## src/rtl/uart_cmd_pkg.sv

```systemverilog
// Shared definitions for the UART command protocol: command bytes, request
// type encodings, initiator FSM states and the per-type last byte index.
package uart_cmd_pkg;

    localparam logic [7:0] CMD_WR      = 8'hAA;
    localparam logic [7:0] CMD_RD      = 8'hBB;
    localparam logic [7:0] CMD_ALU_OP  = 8'hCC;
    localparam logic [7:0] CMD_ALU_NOP = 8'hDD;

    typedef enum logic [1:0] {
        TYPE_WR      = 2'd0,
        TYPE_RD      = 2'd1,
        TYPE_ALU_OP  = 2'd2,
        TYPE_ALU_NOP = 2'd3
    } cmd_type_e;

    typedef enum logic [2:0] {
        ST_IDLE    = 3'd0,
        ST_SEND    = 3'd1,
        ST_WAIT_LO = 3'd2,
        ST_WAIT_HI = 3'd3,
        ST_DONE    = 3'd4
    } state_e;

    typedef struct packed {
        cmd_type_e   typ;
        logic [3:0]  addr;
        logic [7:0]  data;
        logic [7:0]  opa;
        logic [7:0]  opb;
        logic [3:0]  fun;
    } cmd_req_t;

    function automatic logic [1:0] lastIdx(input cmd_type_e typ);
        logic [1:0] idx;
        idx = 2'd1;
        case (typ)
            TYPE_WR:     idx = 2'd2;
            TYPE_ALU_OP: idx = 2'd3;
            default:     idx = 2'd1;
        endcase
        return idx;
    endfunction

endpackage

```

## src/rtl/uart_cmd_rsp_timer.sv

```systemverilog
// Response timeout counter: cleared on entry to a wait state, counts enabled
// cycles and flags expiry once it sits at TIMEOUT_CYC-1.
module uart_cmd_rsp_timer #(
    parameter int TIMEOUT_CYC = 4096,
    parameter int TO_W        = 12
) (
    input  logic clk_i,
    input  logic rst_ni,
    input  logic clear_i,
    input  logic en_i,
    output logic expire_o
);

    localparam logic [TO_W-1:0] LAST = TO_W'(TIMEOUT_CYC - 1);

    logic [TO_W-1:0] cnt_q, cnt_d;

    assign expire_o = (cnt_q == LAST);

    // Saturate at the expiry value so a stalled enable can never wrap around.
    always_comb begin
        cnt_d = cnt_q;
        if (clear_i) begin
            cnt_d = '0;
        end else if (en_i && !expire_o) begin
            cnt_d = cnt_q + 1'b1;
        end
    end

    always_ff @(posedge clk_i or negedge rst_ni) begin
        if (!rst_ni) begin
            cnt_q <= '0;
        end else begin
            cnt_q <= cnt_d;
        end
    end

endmodule

```

## src/rtl/uart_cmd_initiator.sv

```systemverilog
// Host-side UART command initiator: serialises one request into the command
// byte stream and collects the read/ALU response with a per-byte timeout.
module uart_cmd_initiator
    import uart_cmd_pkg::*;
#(
    parameter int TIMEOUT_CYC = 4096,
    parameter int TO_W        = 12
) (
    input  logic        clk_i,
    input  logic        rst_ni,
    input  logic        cmd_vld_i,
    input  logic [1:0]  cmd_type_i,
    input  logic [3:0]  cmd_addr_i,
    input  logic [7:0]  cmd_data_i,
    input  logic [7:0]  cmd_opa_i,
    input  logic [7:0]  cmd_opb_i,
    input  logic [3:0]  cmd_fun_i,
    output logic        cmd_rdy_o,
    output logic [7:0]  tx_data_o,
    output logic        tx_vld_o,
    input  logic        tx_rdy_i,
    input  logic [7:0]  rx_data_i,
    input  logic        rx_vld_i,
    output logic [15:0] rsp_data_o,
    output logic        rsp_vld_o,
    output logic        rsp_timeout_o,
    output logic        busy_o
);

    state_e      state_q, state_d;
    cmd_req_t    req_q, req_d;
    cmd_req_t    newReq;
    logic [1:0]  idx_q, idx_d;
    logic        tx_vld_q, tx_vld_d;
    logic [7:0]  tx_data_q, tx_data_d;
    logic [15:0] rsp_data_q, rsp_data_d;
    logic        rsp_vld_q, rsp_vld_d;
    logic        rsp_to_q, rsp_to_d;
    logic        to_flag_q, to_flag_d;
    logic        accept, txFire, lastByte, isAlu;
    logic        tmrClear, tmrEn, tmrExpire;

    function automatic logic [7:0] cmdByte(input cmd_req_t r, input logic [1:0] i);
        logic [7:0] b;
        b = 8'h00;
        case (r.typ)
            TYPE_WR: begin
                case (i)
                    2'd0:    b = CMD_WR;
                    2'd1:    b = {4'h0, r.addr};
                    default: b = r.data;
                endcase
            end
            TYPE_RD:     b = (i == 2'd0) ? CMD_RD : {4'h0, r.addr};
            TYPE_ALU_OP: begin
                case (i)
                    2'd0:    b = CMD_ALU_OP;
                    2'd1:    b = r.opa;
                    2'd2:    b = r.opb;
                    default: b = {4'h0, r.fun};
                endcase
            end
            default:     b = (i == 2'd0) ? CMD_ALU_NOP : {4'h0, r.fun};
        endcase
        return b;
    endfunction

    assign accept    = cmd_vld_i && (state_q == ST_IDLE);
    assign txFire    = tx_vld_q && tx_rdy_i;
    assign lastByte  = (idx_q == lastIdx(req_q.typ));
    assign isAlu     = (req_q.typ == TYPE_ALU_OP) || (req_q.typ == TYPE_ALU_NOP);

    assign newReq.typ  = cmd_type_e'(cmd_type_i);
    assign newReq.addr = cmd_addr_i;
    assign newReq.data = cmd_data_i;
    assign newReq.opa  = cmd_opa_i;
    assign newReq.opb  = cmd_opb_i;
    assign newReq.fun  = cmd_fun_i;

    uart_cmd_rsp_timer #(
        .TIMEOUT_CYC (TIMEOUT_CYC),
        .TO_W        (TO_W)
    ) u_timer (
        .clk_i    (clk_i),
        .rst_ni   (rst_ni),
        .clear_i  (tmrClear),
        .en_i     (tmrEn),
        .expire_o (tmrExpire)
    );

    always_ff @(posedge clk_i or negedge rst_ni) begin
        if (!rst_ni) begin
            state_q <= ST_IDLE;
        end else begin
            state_q <= state_d;
        end
    end

    // A response byte arriving on the expiry cycle takes priority over the timeout.
    always_comb begin
        state_d = state_q;
        case (state_q)
            ST_IDLE:    if (accept) state_d = ST_SEND;
            ST_SEND:    if (txFire && lastByte)
                            state_d = (req_q.typ == TYPE_WR) ? ST_DONE : ST_WAIT_LO;
            ST_WAIT_LO: if (rx_vld_i) state_d = isAlu ? ST_WAIT_HI : ST_DONE;
                        else if (tmrExpire) state_d = ST_DONE;
            ST_WAIT_HI: if (rx_vld_i || tmrExpire) state_d = ST_DONE;
            ST_DONE:    state_d = ST_IDLE;
            default:    state_d = ST_IDLE;
        endcase
    end

    always_comb begin
        req_d      = req_q;
        idx_d      = idx_q;
        tx_vld_d   = tx_vld_q;
        tx_data_d  = tx_data_q;
        rsp_data_d = rsp_data_q;
        to_flag_d  = to_flag_q;
        rsp_vld_d  = (state_q == ST_DONE);
        rsp_to_d   = (state_q == ST_DONE) && to_flag_q;
        tmrClear   = 1'b0;
        tmrEn      = 1'b0;
        case (state_q)
            ST_IDLE: begin
                if (accept) begin
                    req_d      = newReq;
                    idx_d      = 2'd0;
                    tx_vld_d   = 1'b1;
                    tx_data_d  = cmdByte(newReq, 2'd0);
                    rsp_data_d = '0;
                    to_flag_d  = 1'b0;
                end
            end
            ST_SEND: begin
                if (txFire) begin
                    if (lastByte) begin
                        tx_vld_d  = 1'b0;
                        tx_data_d = '0;
                        tmrClear  = 1'b1;
                    end else begin
                        idx_d     = idx_q + 2'd1;
                        tx_data_d = cmdByte(req_q, idx_q + 2'd1);
                    end
                end
            end
            ST_WAIT_LO: begin
                tmrEn = !rx_vld_i;
                if (rx_vld_i) begin
                    rsp_data_d[7:0] = rx_data_i;
                    tmrClear        = 1'b1;
                end else if (tmrExpire) begin
                    to_flag_d = 1'b1;
                end
            end
            ST_WAIT_HI: begin
                tmrEn = !rx_vld_i;
                if (rx_vld_i) begin
                    rsp_data_d[15:8] = rx_data_i;
                end else if (tmrExpire) begin
                    to_flag_d = 1'b1;
                end
            end
            default: ;
        endcase
    end

    always_ff @(posedge clk_i or negedge rst_ni) begin
        if (!rst_ni) begin
            req_q      <= '0;
            idx_q      <= '0;
            tx_vld_q   <= 1'b0;
            tx_data_q  <= '0;
            rsp_data_q <= '0;
            rsp_vld_q  <= 1'b0;
            rsp_to_q   <= 1'b0;
            to_flag_q  <= 1'b0;
        end else begin
            req_q      <= req_d;
            idx_q      <= idx_d;
            tx_vld_q   <= tx_vld_d;
            tx_data_q  <= tx_data_d;
            rsp_data_q <= rsp_data_d;
            rsp_vld_q  <= rsp_vld_d;
            rsp_to_q   <= rsp_to_d;
            to_flag_q  <= to_flag_d;
        end
    end

    assign cmd_rdy_o     = (state_q == ST_IDLE);
    assign busy_o        = !cmd_rdy_o;
    assign tx_vld_o      = tx_vld_q;
    assign tx_data_o     = tx_data_q;
    assign rsp_data_o    = rsp_data_q;
    assign rsp_vld_o     = rsp_vld_q;
    assign rsp_timeout_o = rsp_to_q;

endmodule

```

## config.mk

```make
export PLATFORM = sky130hd
export DESIGN_NAME = uart_cmd_initiator
export DESIGN_NICKNAME = d
export VERILOG_FILES = /design/src/rtl/uart_cmd_pkg.sv /design/src/rtl/uart_cmd_rsp_timer.sv /design/src/rtl/uart_cmd_initiator.sv
export SDC_FILE = /design/constraint.sdc
export NUM_CORES = 1
export LEC_CHECK = 0
export CORE_UTILIZATION = 35
export CTS_CLUSTER_SIZE = 14
export DETAILED_ROUTE_END_ITERATION = 10
export GPL_TIMING_DRIVEN = 0
export PLACE_DENSITY = 0.71
export SLEW_MARGIN = 5
export SYNTH_ARGS = -nofsm -noshare
export SYNTH_HDL_FRONTEND = slang
export SYNTH_SLANG_ARGS = --single-unit
```

## constraint.sdc

```tcl
create_clock -name clk_i -period 1.85 [get_ports clk_i]
set_input_delay 0.2775 -clock clk_i [delete_from_list [all_inputs] [get_ports clk_i]]
set_output_delay 0.2775 -clock clk_i [all_outputs]
set_load 0.03 [all_outputs]
```

==> Word level (Yosys, flattened, before mapping) <==
Cells that the tools add are included.
{ "op_classes": {"addsub": 2, "n_eq_ne": 24, "n_mux": 42, "n_reduce_logical": 28} }
{ "op_table": {"columns": ["cell", "count"], "rows": [
  ["8-bit case mux with 2 select lines", 4],
  ["8-bit 2-to-1 mux", 6],
  ["8-bit case mux with 3 select lines", 2],
  ["12-bit 2-to-1 mux", 2],
  ["3-bit 2-to-1 mux", 7],
  ["7-bit case mux with 3 select lines", 1],
  ["16-bit 2-to-1 mux", 1],
  ["2-bit inequality test, second input constant", 8],
  ["4-bit AND reduction", 4],
  ["12-bit by 1-bit adder with 12-bit output, second input constant", 1],
  ["12-bit equality test, second input constant", 1],
  ["3-bit case mux with 4 select lines", 1],
  ["1-bit 2-to-1 mux", 10],
  ["2-bit nonzero test", 5],
  ["3-bit AND reduction", 3],
  ["2-bit equality test, second input constant", 4],
  ["2-bit case mux with 2 select lines", 2],
  ["2-bit by 1-bit equality test with 1-bit output, second input constant", 3],
  ["3-bit by 2-bit equality test with 1-bit output, second input constant", 2],
  ["2-bit zero test", 3],
  ["2-bit 2-to-1 mux", 3],
  ["1-bit case mux with 2 select lines", 3],
  ["1-bit logical AND", 5],
  ["2-bit by 1-bit inequality test with 1-bit output, second input constant", 2],
  ["10 further kinds", 13]
]} }
{ "totals": {"ff_bits": 79, "output_inout_bits": 29} }

==> Depth between registers and ports, before layout <==
{ "depth": {"ltp_word": 7, "depth_mapped": 8, "depth_no_buf": 7} }

==> Modules after synthesis <==
From an unflattened synthesis, not the netlist that was laid out.
{ "hier_totals": {"hier_cells": 407, "area_unflattened_um2": 3877.5} }
{ "modules_own_cells": {"columns": ["mod", "area_per_inst_um2", "cells_per_inst", "seq_area_each_um2", "n_inst"], "rows": [
  ["uart_cmd_initiator", 3205.6, 340, 1676.6, 1],
  ["uart_cmd_rsp_timer", 671.9, 67, 300.3, 1]
]} }

==> Least setup slack after synthesis <==
No wires, ideal clock.
{ "synth_timing": {"path_type": "register -> register", "startpoint": "register state_q[0]", "endpoint": "register req_q[0] in the netlist's numbering", "synth_period_minus_slack_ns": 2.002, "arrival_time_ns": 1.878, "required_ns": 1.725, "stages_incl_launch_ff": 6, "setup_slack_ns": -0.152, "path_cell_list": "dfrtp_1 > buf_2 > nor3_2 > nand2_1 > buf_2 > mux2_2"} }
{ "synth_via": {"elab_chain_len": 3} }
{ "synth_rtl": {"columns": ["item", "line_no", "rtl"], "rows": [
  ["start, declared", "uart_cmd_initiator.sv:30", "state_e state_q, state_d;"],
  ["start signal, assigned", "uart_cmd_initiator.sv:95", "state_q <= state_d;"],
  ["3-bit zero test *", null, null],
  ["net cmd_rdy_o", "uart_cmd_initiator.sv:18", "output logic cmd_rdy_o,"],
  ["1-bit logical AND", "uart_cmd_initiator.sv:68", "assign accept = cmd_vld_i && (state_q == ST_IDLE);"],
  ["2-bit AND reduction (no source line) *", null, null],
  ["end signal, assigned", "uart_cmd_initiator.sv:180", "req_q <= req_d;"],
  ["end, declared", "uart_cmd_initiator.sv:31", "cmd_req_t req_q, req_d;"]
]} }
The timed path passes the listed nets; every way through them passes the cells marked *.
A chain may end at the register's enable or synchronous reset.

==> Final worst setup path <==
{ "layout_timing": {"startpoint": "register state_q[1]", "endpoint": "register state_q[0]"} }
{ "layout_via": {"elab_chain_len": 4, "word_cells_on_any_way": 11} }
{ "layout_rtl": {"columns": ["item", "line_no"], "rows": [
  ["3-bit zero test", "uart_cmd_initiator.sv:68, uart_cmd_initiator.sv:102"],
  ["1-bit logical AND", "uart_cmd_initiator.sv:68"],
  ["2-bit by 1-bit inequality test with 1-bit output (no source line)", null],
  ["4-bit AND reduction (no source line)", null]
]} }
Several ways; a longest one is shown, not always the timed one.

==> flow_metrics.py <==
metrics = {
    "power_and_ir_drop": {
        "power.switching_fraction": 0.405,
        "seq_power_share": 0.343,
        "p_sw_uw": 3410,
        "power.share.combinational": 0.503,
        "power.density_nw_per_um2": 1600,
        "internal_power_uw": 5010,
        "static_leakage_uw": 0.00222,
        "clock_network_fraction_of_total_power": 0.154,
        "vdd.ir_drop.worst_mv": 0.634,
    },
    "clock_network": {
        "clk_transition_reported_paths_ns": 0.09,
        "ctsHtreeMaxLevel": 3,
        "root_buffer": "sky130_fd_sc_hd__clkbuf_8",
        "cts_tree": "done",
        "clockBufferDepth": 2,
        "tritoncts.num_buffers": 9,
        "worstSkewPairLatency_ns": 0.36,
        "numClockSinks": 79,
    },
    "global_route": {
        "pin_count_of_the_biggest_net_entering_global_routing": 61,
        "first_global_vias": 3229,
        "first_pass_grt_wire_length_um": 16200,
        "grt_util_met1": 0.253,
        "antenna_found_initial": 0,
        "grt.total_usage": 0.180,
        "gr-total-overflow": 0,
        "use_met3": 0.0333,
        "use_met2": 0.282,
        "grt_most_used_layer": "met2",
    },
    "place": {
        "buffer_ports.inserted": 75,
        "post_dp_cell_area_sq_um": 4870,
        "place_worst_setup_slack_ns": -0.349,
        "place.gp.congestion": 0.917,
        "placedCellCount": 605,
        "dpl.hpwl_um": 7090,
    },
    "sta": {
        "max_slew.worst_pin.slew_ns": 0.464,
        "achievable-frequency_mhz": 541,
        "final_skew_ns": 0.0162,
        "timing.final.hold_violations": 0,
        "setup_repair_after_global_routing_missed_its_margin": "yes",
        "hold-worst-slack_ns": 0.336,
        "final_worst_path_cycle_share": 0.999,
        "max_slew_margin": 0.688,
        "setup_slack_ns": 0.00219,
        "period_needed_ns": 1.85,
        "final_max_slew_viol_count": 0,
        "setup_viol": 0,
        "fin_tns_setup_ns": 0,
    },
    "finish": {
        "nets": 535,
        "commonest_non_fill_non_tap_cell_in_the_layout": "sky130_fd_sc_hd__dfrtp_1",
        "fin_cells": 628,
        "flow.area_growth_from_synthesis_pct": 35.0,
        "final_cell_mix": "sky130_fd_sc_hd__dfrtp_1 (77), sky130_fd_sc_hd__clkdlybuf4s50_1 (72), sky130_fd_sc_hd__nand2_1 (55)",
        "fin_area_sq_um": 5270,
        "n_antenna_cell": 0,
        "final_layout_size_suffix_gt1_frac": 0.227,
    },
    "drt": {
        "drt-pass1-iter-count": 5,
        "routedWlPerCell_um": 15.7,
        "ant_nets": 0,
        "post-route-drc-count": 0,
        "dr.first_iter.drc_count": 270,
        "drt_wirelength_um": 9890,
        "detailroute.via_count": 3273,
        "detail_route.vias_per_cell": 5.21,
    },
    "logic_synthesis": {
        "ys_dominant_reg_cell": "sky130_fd_sc_hd__dfrtp_1",
        "synthDistinctLibCells": 53,
        "synth_top_area_share": 0.506,
        "async_reset_ff_frac": 1.00,
        "syn_area_sq_um": 3910,
        "postSynthCellCount": 389,
        "postSynthRegisterBits": 79,
        "synth.avg_cell_area_sq_um": 10.0,
        "seq_area_frac_synth": 0.506,
        "synth_top_cells_by_area": "sky130_fd_sc_hd__dfrtp_1 (51%), sky130_fd_sc_hd__mux2_2 (9.5%), sky130_fd_sc_hd__nand2_1 (5.4%)",
        "synth_top_area_cell": "sky130_fd_sc_hd__dfrtp_1",
        "number_of_synthesized_flops_with_an_enable_pin": 0,
        "synth_warnings": 0,
        "postSynthNetCount": 441,
    },
    "critical_path": {
        "r2r_end": "state_q[0]",
        "cp_max_fo": 6,
        "worstSetupStartpoint": "state_q[1]",
        "logic_depth_of_the_worst_register_to_register_path": 7,
        "cp-end-kind": "register",
        "required_ns": 2.12,
        "worstPathArrival_ns": 2.12,
        "critical_path.endpoint": "state_q[0]",
        "worst-setup-path-type": "register to register",
        "reg2reg_from": "state_q[1]",
        "critical_path.startpoint_type": "register",
        "regToRegSetupSlack_ns": 0.002,
    },
    "run_status": {
        "run_status": "complete, no violations",
    },
    "floorplanning": {
        "coreArea_sq_um": 10800,
        "fp.dieArea_sq_um": 11600,
        "die-height_um": 108,
        "initial_core_util": 0.360,
        "die_w_um": 108,
        "ioPinCount": 76,
        "rows": 38,
    },
    "worst_hold_path": {
        "timing.hold.worst.class": "primary input to asynchronous set/reset pin",
    },
    "run": {
        "max_cap_violations": 0,
    },
}
## worst min path at each step
stage	from	to	slack [ns]
after floorplan	rst_ni	idx_q[0]	-0.02
after global placement	to_flag_q	rsp_timeout_o	0.48
after detailed placement	rst_ni	rsp_timeout_o	0.19
after CTS	rst_ni	rsp_timeout_o	0.34
after global routing	rst_ni	rsp_timeout_o	0.36
final	rst_ni	rsp_timeout_o	0.34
## final cells by class
| cell class | instances | area [sq um] |
|---|---|---|
| plain buffers | 18 | 93.8 |
| clock buffers | 11 | 141 |
| clock inverters | 5 | 57.6 |
| fillers | 1015 | 5570 |
| inverters | 9 | 36.3 |
| multi-input cells | 277 | 1920 |
| flip-flops and latches | 79 | 1980 |
| well taps | 140 | 175 |
| repair buffers | 89 | 872 |
## power by group through the flow
stage          clock, uW  combinational (uW)  sequential, uW
3_3_place_gp           0                3790            2880
4_1_cts             1320                3980            2860
3_5_place_dp           0                3880            2910
6_report            1300                4240            2890
2_1_floorplan          0                2180            3240
5_1_grt             1400                4580            2980
## through the flow
step | utilization | power, uW
global route | 0.486 | 8960
detailed placement | 0.449 | 6780
CTS | 0.470 | 8170
global placement | 0.447 | 6670
floorplan | - | 5420
finish | 0.486 | 8420
## flip-flops by register name (all words and copies together), names as in the netlist
| name | count |
|---|---|
| tx_data_o | 8 |
| state_q | 3 |
| rsp_timeout_o | 1 |
| u_timer.cnt_q | 12 |
| idx_q | 2 |
| rsp_vld_o | 1 |
| to_flag_q | 1 |
| req_q | 34 |
| rsp_data_o | 16 |
| tx_vld_o | 1 |
## Yosys cell counts, drive strengths merged, types with 5 or more instances
cell     n
nor3    12
a21oi   15
buf     10
ha       5
o21ai   23
clkbuf  14
a211oi   5
xnor2    5
nor2    25
dfrtp   79
inv      9
nand2   57
nor2b    8
nand4    6
nand3   20
nand2b   8
mux2    33
## cells by family after synthesis
kind of cell | count (synthesis) | share of synthesized area
AND/OR/NAND/NOR | 156 | 0.197
XOR/XNOR | 8 | 0.0179
flip-flops | 79 | 0.506
AO/OA/AOI/OAI | 73 | 0.127
adder cells (fa/ha/maj) | 5 | 0.0160
multiplexers | 35 | 0.100
buffers and inverters | 33 | 0.0355
## what timing repair did
item,in CTS,in global routing
gates resized for setup,9,37
hold buffers,1,0
endpoints found under the hold margin,19,0
pin swaps,1,4
buffers inserted,3,9
setup endpoints to repair,68,69
## worst max-delay path: stages, from the launching register on
cell and delay (ns):
sky130_fd_sc_hd__dfrtp_1 0.38, sky130_fd_sc_hd__or3b_1 0.36, sky130_fd_sc_hd__buf_2 0.20, sky130_fd_sc_hd__a211oi_4 0.32, sky130_fd_sc_hd__buf_4 0.17, sky130_fd_sc_hd__a211oi_2 0.05
sky130_fd_sc_hd__o311a_1 0.15, sky130_fd_sc_hd__nor3_1 0.16
## metal layers
layer	part of all wire	vias to the layer above	wire length, um
met5	0	-	0
met4	0.010	0	102
met3	0.042	10	415
met2	0.48	91	4720
met1	0.47	1619	4650
li1	-	1553	-
No activity file was read; power rests on OpenSTA's default activity.
